**config.mk**
```make
export PLATFORM = sky130hd
export DESIGN_NAME = instruction_fetch
export DESIGN_NICKNAME = d
export VERILOG_FILES = /design/src/rtl/baluga_isa_pkg.sv /design/src/rtl/fetch_next_pc.sv /design/src/rtl/instruction_fetch.sv
export SDC_FILE = /design/constraint.sdc
export NUM_CORES = 1
export LEC_CHECK = 0
export BUFFER_PORTS_ARGS = -buffer_cell sky130_fd_sc_hd__clkbuf_2
export CAP_MARGIN = 25
export CORE_ASPECT_RATIO = 1.2
export CORE_MARGIN = 4
export CORE_UTILIZATION = 40
export CTS_CLUSTER_SIZE = 28
export DETAILED_ROUTE_END_ITERATION = 8
export PLACE_DENSITY = 0.67
export SYNTH_ARGS = -nofsm -noshare
export SYNTH_HDL_FRONTEND = slang
export SYNTH_SLANG_ARGS = --single-unit
```
**constraint.sdc**
```tcl
create_clock -name clk -period 1.94 [get_ports clk]
set_input_delay 0.194 -clock clk [delete_from_list [all_inputs] [get_ports clk]]
set_output_delay 0.194 -clock clk [all_outputs]
set_load 0.1 [all_outputs]
```
**src/rtl/baluga_isa_pkg.sv**
```systemverilog
// Shared definitions for the 9-bit BaLuGa core: widths, opcodes and fetch FSM states.
package baluga_isa_pkg;

  localparam int unsigned INSTR_W = 9;
  localparam int unsigned ADDR_W  = 8;

  localparam logic [3:0] OP_ADD = 4'b0000;
  localparam logic [3:0] OP_LD  = 4'b0001;
  localparam logic [3:0] OP_ST  = 4'b0010;
  localparam logic [3:0] OP_STT = 4'b0101;
  localparam logic [3:0] OP_STF = 4'b0110;
  localparam logic [3:0] OP_INC = 4'b0111;
  localparam logic [3:0] OP_SWP = 4'b1001;
  localparam logic [3:0] OP_SLW = 4'b1010;
  localparam logic [3:0] OP_SHG = 4'b1011;
  localparam logic [3:0] OP_BE  = 4'b1100;
  localparam logic [3:0] OP_BL  = 4'b1101;
  localparam logic [3:0] OP_JMP = 4'b1110;

  typedef enum logic [0:0] {RUN, HALT} fetch_state_e;

endpackage

```
**src/rtl/fetch_next_pc.sv**
```systemverilog
// Sequential PC increment and redirect target selection.
// With FETCH_REL_BRANCH_EN defined, redirects may be relative to redirect_pc.
module fetch_next_pc
  import baluga_isa_pkg::*;
(
  input  logic [ADDR_W-1:0] pc,
  input  logic [ADDR_W-1:0] redirect_pc,
`ifdef FETCH_REL_BRANCH_EN
  input  logic              redirect_rel,
  input  logic [ADDR_W-1:0] redirect_off,
`endif
  output logic [ADDR_W-1:0] pc_inc,
  output logic [ADDR_W-1:0] target
);

  assign pc_inc = pc + ADDR_W'(1);

`ifdef FETCH_REL_BRANCH_EN
  // Offset already spans the full address width, so the add wraps mod 256.
  assign target = redirect_rel ? (redirect_pc + redirect_off) : redirect_pc;
`else
  assign target = redirect_pc;
`endif

endmodule

```
**src/rtl/instruction_fetch.sv**
```systemverilog
// Fetch stage: drives the ROM address, registers one instruction and offers it to decode.
// Optional relative redirects are enabled with FETCH_REL_BRANCH_EN.
module instruction_fetch
  import baluga_isa_pkg::*;
#(
  parameter int unsigned PROG_LEN = 42,
  parameter int unsigned CNT_W    = 16
) (
  input  logic               clk,
  input  logic               reset_n,
  output logic [ADDR_W-1:0]  rom_addr,
  input  logic [INSTR_W-1:0] rom_data,
  output logic               if_valid,
  input  logic               if_ready,
  output logic [INSTR_W-1:0] if_instr,
  output logic [ADDR_W-1:0]  if_pc,
  input  logic               redirect_valid,
  input  logic [ADDR_W-1:0]  redirect_pc,
`ifdef FETCH_REL_BRANCH_EN
  input  logic               redirect_rel,
  input  logic [ADDR_W-1:0]  redirect_off,
`endif
  output logic               halted,
  output logic [CNT_W-1:0]   fetch_count
);

  // A full 256-word program never halts; the PC simply wraps.
  localparam logic             HALT_EN  = (PROG_LEN < 256);
  localparam logic [ADDR_W:0]  PROG_END = (ADDR_W + 1)'(PROG_LEN);

  fetch_state_e       state_q, state_d;
  logic [ADDR_W-1:0]  pc_q, pc_d;
  logic               valid_q, valid_d;
  logic [INSTR_W-1:0] instr_q, instr_d;
  logic [ADDR_W-1:0]  ifpc_q, ifpc_d;
  logic [CNT_W-1:0]   cnt_q, cnt_d;

  logic [ADDR_W-1:0]  pc_inc;
  logic [ADDR_W-1:0]  target;
  logic               slot_free;
  logic               at_end;
  logic               target_in_prog;

  fetch_next_pc u_next_pc (
    .pc          (pc_q),
    .redirect_pc (redirect_pc),
`ifdef FETCH_REL_BRANCH_EN
    .redirect_rel(redirect_rel),
    .redirect_off(redirect_off),
`endif
    .pc_inc      (pc_inc),
    .target      (target)
  );

  assign slot_free      = !valid_q || if_ready;
  assign at_end         = HALT_EN && ({1'b0, pc_q} == PROG_END);
  assign target_in_prog = !HALT_EN || ({1'b0, target} < PROG_END);

  always_comb begin
    state_d = state_q;
    pc_d    = pc_q;
    valid_d = valid_q;
    instr_d = instr_q;
    ifpc_d  = ifpc_q;
    cnt_d   = cnt_q;

    if (valid_q && if_ready && !redirect_valid && (cnt_q != '1)) begin
      cnt_d = cnt_q + CNT_W'(1);
    end

    if (redirect_valid) begin
      // Flush the held word; the first fetch from target happens next cycle.
      valid_d = 1'b0;
      pc_d    = target;
      state_d = target_in_prog ? RUN : HALT;
    end else begin
      unique case (state_q)
        RUN: begin
          if (slot_free) begin
            if (at_end) begin
              state_d = HALT;
              valid_d = 1'b0;
            end else begin
              instr_d = rom_data;
              ifpc_d  = pc_q;
              valid_d = 1'b1;
              pc_d    = pc_inc;
            end
          end
        end
        HALT: begin
          if (if_ready) valid_d = 1'b0;
        end
        default: state_d = RUN;
      endcase
    end
  end

  always_ff @(posedge clk or negedge reset_n) begin
    if (!reset_n) begin
      state_q <= RUN;
      pc_q    <= '0;
      valid_q <= 1'b0;
      instr_q <= '0;
      ifpc_q  <= '0;
      cnt_q   <= '0;
    end else begin
      state_q <= state_d;
      pc_q    <= pc_d;
      valid_q <= valid_d;
      instr_q <= instr_d;
      ifpc_q  <= ifpc_d;
      cnt_q   <= cnt_d;
    end
  end

  assign rom_addr    = pc_q;
  assign if_valid    = valid_q;
  assign if_instr    = instr_q;
  assign if_pc       = ifpc_q;
  assign halted      = (state_q == HALT);
  assign fetch_count = cnt_q;

endmodule

```
==> metrics, run 1 <==
Min Hold Slack 0.115 ns; hold path depth 3; Peak VDD IR 0.000717 V; fin crit period 1.85 ns; Hold Fails Final Rpt 0; Clk network pwr share 16.6%; Post-synth EDFFs 0; Routed Antenna Nets 0; Via density 5.22; Synth Area in Adders 1.79%; TritonCTS clock tree yes; RD Place Congestion 0.819; Pwr Density 1330 nW/um^2; Synth Area in Simple Gates 19.2%; worst stage delay on the critical path 0.52 ns; Clock Sinks 43; biggest area consumer among synthesized cells dfrtp_1; Setup violations, final 0; Clk Latency, worst-skew pair 0.30 ns; Longest Clk Path Bufs 2; DR vias 1664; final net count 282; post-synthesis cell area 2090 um^2; area delta synth->final 28.2%; fraction of registers with async set/reset 100%; worst-path cell chain inv_2 -> ha_1 -> nand4bb_1 -> o311a_4 -> and2_4 -> mux2_4; Logic pwr share 49.2%; Yosys cell types 42; vias in the first global route 1629; Syn Area/Cell 11.6 um^2; main combinational cell family by area after synthesis simple AND/OR/NAND/NOR gates; Slew headroom 62.7%; Worst Hold End rom_addr[0]$_DFFE_PN0P_; Crit Path Class flop to flop; status complete, no violations; Overflow after GRT 0; Lkg Pwr 1.24 nW; DRC errors left 0; switching pwr 1.91 mW; first-pass GRT wire length 7730 um; DRT Pass-1 Iters 4; dpl ws 0.0604 ns; antenna violations before repair 0; maxcap violations 0; RSZ-0062 raised after global routing false; sequential-to-total area share from yosys stat 51.4%; DP Wirelength 3730 um; core area 5010 um^2; post-synthesis mux area share 13.0%; commonest non-fill, non-tap cell in the layout clkbuf_2; Initial Util 41.8%; Buf/Inv on CP 1; worst hold path type input pin to flop; Worst path depth 6; largest net degree at the start of global routing 18; CP max-delay cell dfrtp_4; Final Skew 0.00349 ns; port buffer count 63; Least-Margin Pin Slew 0.562 ns; Clk pin slew, worst setup/hold paths 0.09 ns; layout cells sized above 1 51.0%; # IOs 64; Required @ worst endpoint 2.13 ns; R2R cell count 6; Top FF cell, synth dfrtp_1; FILL cells 476; die area 6460 um^2; commonest non-fill, non-tap cells in the layout clkbuf_2 (63), dfrtp_2 (20), dfrtp_1 (17), nand2_1 (12), nor2_1 (11); startpoint types flop; Post-Syn Nets 205; internal power 1.66 mW; Post-Synth XOR/XNOR Area 5.85%; Switching Share 53.5%; top post-synthesis cells by area dfrtp_1 (51%), mux2_4 (7.2%), mux2_2 (5.4%); Seq pwr share 34.2%; drt wl/cell 15.0 um; die width 74.1 um; Inserted Diodes 0; final WL 4780 um; setup tns final 0 ns; Final Util 53.6%; total global-route track usage 15.6%; Slew Viols, Final 0; Synth top area share 51.4%; #FFs+latches synth 43; final critical-path share of the clock period 95.4%; 1st-iter DRT viols 78; CP Capture Type flop; R2R Setup Slk 0.09 ns; CP max FO 9; Synth Area in Compound Gates 6.21%; Rows 28; reg2reg start rom_addr[0]$_DFFE_PN0P_; Hold Crit Start redirect_pc[0]; Arrival @ worst endpoint 2.04 ns; yosys warns 0; setup slack after layout 0.0883 ns; CTS buffer count 5; die height 87.3 um; Syn Inst Count 181; H-tree depth 2; CTS Root Cell clkbuf_8; worst reg2reg path endpoint if_instr[2]$_DFFE_PN0P_; fmax 540 MHz; CP top delay family flip-flops
==> flip-flops by register name, summed over array words and instances, names as in the netlist <==
register / flops
halted: 1
if_pc: 8
rom_addr: 8
fetch_count: 16
if_instr: 9
if_valid: 1
==> through the flow <==
| stage | cells | instance area [um^2] | power (mW) |
|---|---|---|---|
| after floorplan | 181 | 2160 | 2.70 |
| after CTS | 318 | 2680 | 3.60 |
| after global routing | 319 | 2690 | 3.71 |
| after global placement | 309 | 2570 | 2.99 |
| after detailed placement | 309 | 2570 | 3.01 |
| final | 319 | 2690 | 3.57 |
==> cell type report <==
class	instances	area [um^2]	share of cell area, %
Sequential cell	43	1120	41.8
Clock buffer	5	68.8	2.56
Multi-Input combinational cell	131	990	36.9
Inverter	5	18.8	0.699
Tap cell	60	75.1	2.80
Clock inverter	3	23.8	0.885
Timing Repair Buffer	72	385	14.4
==> per-layer routing <==
layer / track usage, % / routed length, um / vias up
met5: 0 / 0 / -
met4: 5.77 / 76 / 0
met3: 3.93 / 247 / 6
met2: 25.2 / 2450 / 42
met1: 20.0 / 2010 / 806
li1: - / - / 810
==> power by group through the flow <==
stage,combinational (mW),clock [mW],sequential (mW)
final,1.76,0.591,1.22
after global routing,1.82,0.642,1.25
after CTS,1.77,0.609,1.22
after detailed placement,1.77,0,1.24
after global placement,1.75,0,1.24
after floorplan,0.263,0,2.44
==> how the worst max path moves through the flow <==
stage                                  from                 endpoint  slack (ns)
floorplan           rom_addr[0]$_DFFE_PN0P_  if_instr[0]$_DFFE_PN0P_       -0.18
global placement    rom_addr[0]$_DFFE_PN0P_     if_pc[4]$_DFFE_PN0P_        0.12
detailed placement  rom_addr[0]$_DFFE_PN0P_     if_pc[4]$_DFFE_PN0P_        0.06
CTS                 rom_addr[0]$_DFFE_PN0P_  if_instr[2]$_DFFE_PN0P_        0.06
global route        rom_addr[0]$_DFFE_PN0P_  if_instr[2]$_DFFE_PN0P_       0.001
finish              rom_addr[0]$_DFFE_PN0P_  if_instr[2]$_DFFE_PN0P_        0.09
==> cells by family (layout without fill, tap and decap cells) <==
group / after synthesis / count (layout)
compound gates: 21 / 21
mux: 21 / 21
buf+inv: 8 / 85
flops: 43 / 43
fa+ha+maj: 3 / 3
simple gates: 71 / 72
xor+xnor: 14 / 14
==> worst reg2reg max path, stage by stage (launching register included) <==
cell	delay [ns]
dfrtp_4	0.52
inv_2	0.06
ha_1	0.14
nand4bb_1	0.15
o311a_4	0.36
and2_4	0.21
mux2_4	0.31
==> synth_stat cells, types with 2 or more instances <==
| master | count |
|---|---|
| a21oi_1 | 5 |
| dfrtp_1 | 43 |
| nor3_1 | 7 |
| nor4_1 | 3 |
| mux2_4 | 10 |
| ha_1 | 3 |
| mux2_2 | 10 |
| o21ai_0 | 7 |
| inv_1 | 5 |
| nand3b_1 | 2 |
| nor2b_1 | 2 |
| xor2_1 | 8 |
| xnor2_1 | 6 |
| and4_1 | 3 |
| or3_1 | 3 |
| nand4_1 | 6 |
| and3_1 | 2 |
| o21a_1 | 2 |
| a31oi_1 | 3 |
| nand3_1 | 8 |
| nand2_1 | 12 |
| nor2_1 | 11 |
==> what timing repair did <==
item                       CTS  global route
setup buffers                0             0
gates resized for setup      0             1
hold buffers                 1             0
setup endpoints to repair    0            17
hold endpoints to repair    11             0
No activity file was read; power rests on OpenSTA's default activity.
==> inputs of run 2 (changes only) <==
--- a/config.mk
+++ b/config.mk
@@ -5,6 +5,7 @@
 export SDC_FILE = /design/constraint.sdc
 export NUM_CORES = 1
 export LEC_CHECK = 0
+export ABC_AREA = 1
 export BUFFER_PORTS_ARGS = -buffer_cell sky130_fd_sc_hd__clkbuf_2
 export CAP_MARGIN = 25
 export CORE_ASPECT_RATIO = 1.2
@@ -12,7 +13,7 @@
 export CORE_UTILIZATION = 40
 export CTS_CLUSTER_SIZE = 28
 export DETAILED_ROUTE_END_ITERATION = 8
-export PLACE_DENSITY = 0.67
+export PLACE_DENSITY = 0.66
 export SYNTH_ARGS = -nofsm -noshare
 export SYNTH_HDL_FRONTEND = slang
 export SYNTH_SLANG_ARGS = --single-unit
==> run 2 against run 1 <==
  * Fmax grew 13%
  * Critical path type unchanged
  * Combinational power shrank 13%
  * Highest routed layer unchanged
  * Die area increased by 11%
  * Largest cell class is now multi-input combinational cells
  * Largest power group unchanged
  * Critical path depth rose by 1
==> metrics, run 2 <==
Initial Util 41.3% (-0.46 points); antenna violations before repair 0 (unchanged); Clk Latency, worst-skew pair 0.30 ns (about the same); Final Skew 0.00392 ns (+0.000432 ns); Required @ worst endpoint 2.18 ns (+0.05 ns); die width 77.9 um (+5.2%); startpoint types flop; Peak VDD IR 0.000792 V (+10%); Pwr Density 1210 nW/um^2 (-9.0%); Hold Fails Final Rpt 0 (unchanged); #FFs+latches synth 43 (unchanged); Via density 4.64 (-11%); H-tree depth 2 (unchanged); max reg flops 16 (unchanged); Top FF cell, synth dfrtp_1; area delta synth->final 22.4%; yosys warns 0 (unchanged); vias in the first global route 2098 (+29%); die area 7150 um^2 (+11%); post-synthesis cell area 2340 um^2 (+12%); core area 5670 um^2 (+13%); Post-Syn Nets 334 (+63%); Overflow after GRT 0 (unchanged); Setup violations, final 0 (unchanged); fin crit period 1.64 ns (-0.213 ns); Least-Margin Pin Slew 0.750 ns (+0.188 ns); Arrival @ worst endpoint 1.87 ns (-0.17 ns); Lkg Pwr 1.50 nW (+21%); Syn Area/Cell 7.56 um^2 (-35%); Slew Viols, Final 0 (unchanged); most common cell in the netlist nand2_1; layout cells sized above 1 25.7% (-25 points); final critical-path share of the clock period 84.5% (-11 points); RSZ-0062 raised after global routing false; Placed Area 2740 um^2 (+6.4%); Inserted Diodes 0 (unchanged); worst hold path type input pin to flop; first-pass GRT wire length 9510 um (+23%); hold_buf cts 1 (unchanged); CP Capture Type flop; total global-route track usage 16.5% (+0.84 points); CP max FO 10 (+1); Post-synth EDFFs 0 (unchanged); commonest non-fill, non-tap cell in the layout nand2_1; drt wl/cell 11.9 um (-21%); top post-synthesis cells by area dfrtp_1 (46%), nand2_1 (22%), nand3_1 (5.3%); Syn Inst Count 310 (+71%); largest net degree at the start of global routing 32 (+14); Longest Clk Path Bufs 2 (unchanged); sequential-to-total area share from yosys stat 45.9% (-5.5 points); Routed Antenna Nets 0 (unchanged); DR vias 2125 (+28%); DRC errors left 0 (unchanged); biggest area consumer among synthesized cells dfrtp_1; TritonCTS clock tree yes; hold path depth 3 (unchanged); status complete, no violations; Synth top area share 45.9% (-5.5 points); CTS buffer count 5 (unchanged); DRT Pass-1 Iters 4 (unchanged); Rows 30 (+7.1%); commonest non-fill, non-tap cells in the layout nand2_1 (135), clkbuf_2 (63), dfrtp_1 (35), inv_1 (25), nand3_1 (25); die height 91.9 um (+5.2%); maxcap violations 0 (unchanged); Clock Sinks 43 (unchanged); CTS Root Cell clkbuf_8; post_cts resized 0 (unchanged); fmax 610 MHz (+13%); Design Area, Final 2870 um^2 (+6.8%); 1st-iter DRT viols 96 (+23%); Final Power 3.47 mW (-2.7%); DP Wirelength 4160 um (+12%); final net count 401 (+42%); Clk pin slew, worst setup/hold paths 0.08 ns (about the same); Yosys cell types 28 (-33%); RD Place Congestion 0.866 (+5.7%); port buffer count 63 (unchanged); Slew headroom 50.0% (-13 points); # IOs 64 (unchanged); buffer count from post-CTS setup fixing 0 (unchanged); setup tns final 0 ns (unchanged); R2R Setup Slk 0.30 ns (+0.21 ns); Post-synth top cells nand2_1 (135), dfrtp_1 (43), inv_1 (25), nand3_1 (25), nor2_1 (18); final WL 5440 um (+14%); R2R cell count 7 (+1); fraction of registers with async set/reset 100% (unchanged); Crit Path Class flop to flop
[run 2: area by class of cell]
type | count | area [um^2]
Timing Repair Buffer | 67 | 348
Clock buffer | 6 | 82.6
Tap cell | 80 | 100
Fill cell | 550 | 2800
Sequential cell | 43 | 1090
Multi-Input combinational cell | 233 | 1110
Inverter | 27 | 101
Clock inverter | 2 | 38.8
[run 2: logic make-up after synthesis]
| group | synth area share (%) |
|---|---|
| AOI/OAI and AO/OA | 4.27 |
| xor gates and xnor gates | 4.48 |
| adders and majority gates | 1.60 |
| buffers and inverters | 6.62 |
| DFF | 45.9 |
| and+or+nand+nor | 37.1 |
[run 2: metrics by stage]
step / hold WS [ns] / worst slack, ns / util [%] / cells
6_report: 0.0908 / 0.301 / 50.6 / 458
3_5_place_dp: 0.302 / 0.327 / 48.3 / 449
3_3_place_gp: 0.302 / 0.368 / 48.3 / 449
4_1_cts: 0.0807 / 0.307 / 50.6 / 458
5_1_grt: 0.0926 / 0.181 / 50.6 / 458
2_1_floorplan: -0.102 / 0.00263 / - / 310
[run 2: final timing paths]
kind / start / end
max: fetch_count[0]$_DFFE_PN0P_ / fetch_count[1]$_DFFE_PN0P_
min: rom_data[7] / if_instr[7]$_DFFE_PN0P_
max reg2reg: fetch_count[0]$_DFFE_PN0P_ / fetch_count[1]$_DFFE_PN0P_
min reg2reg: if_pc[1]$_DFFE_PN0P_ / if_pc[1]$_DFFE_PN0P_
max in group asynchronous: reset_n / if_valid$_DFFE_PN0P_
min in group asynchronous: reset_n / fetch_count[6]$_DFFE_PN0P_
[run 2: where the power goes]
| group | total, mW | internal [mW] | leakage (nW) | switching (mW) |
|---|---|---|---|---|
| combinational | 1.54 | 0.228 | 0.891 | 1.32 |
| clock | 0.742 | 0.424 | 0.0618 | 0.318 |
| sequential | 1.18 | 1.04 | 0.544 | 0.144 |
[run 2: metal layers]
| layer | wire [um] | share of wire (%) | global-route usage, % |
|---|---|---|---|
| met3 | 283 | 5.2 | 3.05 |
| met4 | 79 | 1.5 | 5.93 |
| met2 | 2590 | 48 | 28.0 |
| met1 | 2490 | 46 | 20.6 |
| met5 | 0 | 0 | 0 |
[run 2: worst max-delay path, cell delays in order (launching register included)]
cell and delay [ns]:
dfrtp_2 0.44, ha_1 0.26, nand3_2 0.12, clkinv_1 0.12
nand2_2 0.10, o21a_1 0.36, nand2_1 0.10, nand2_1 0.08
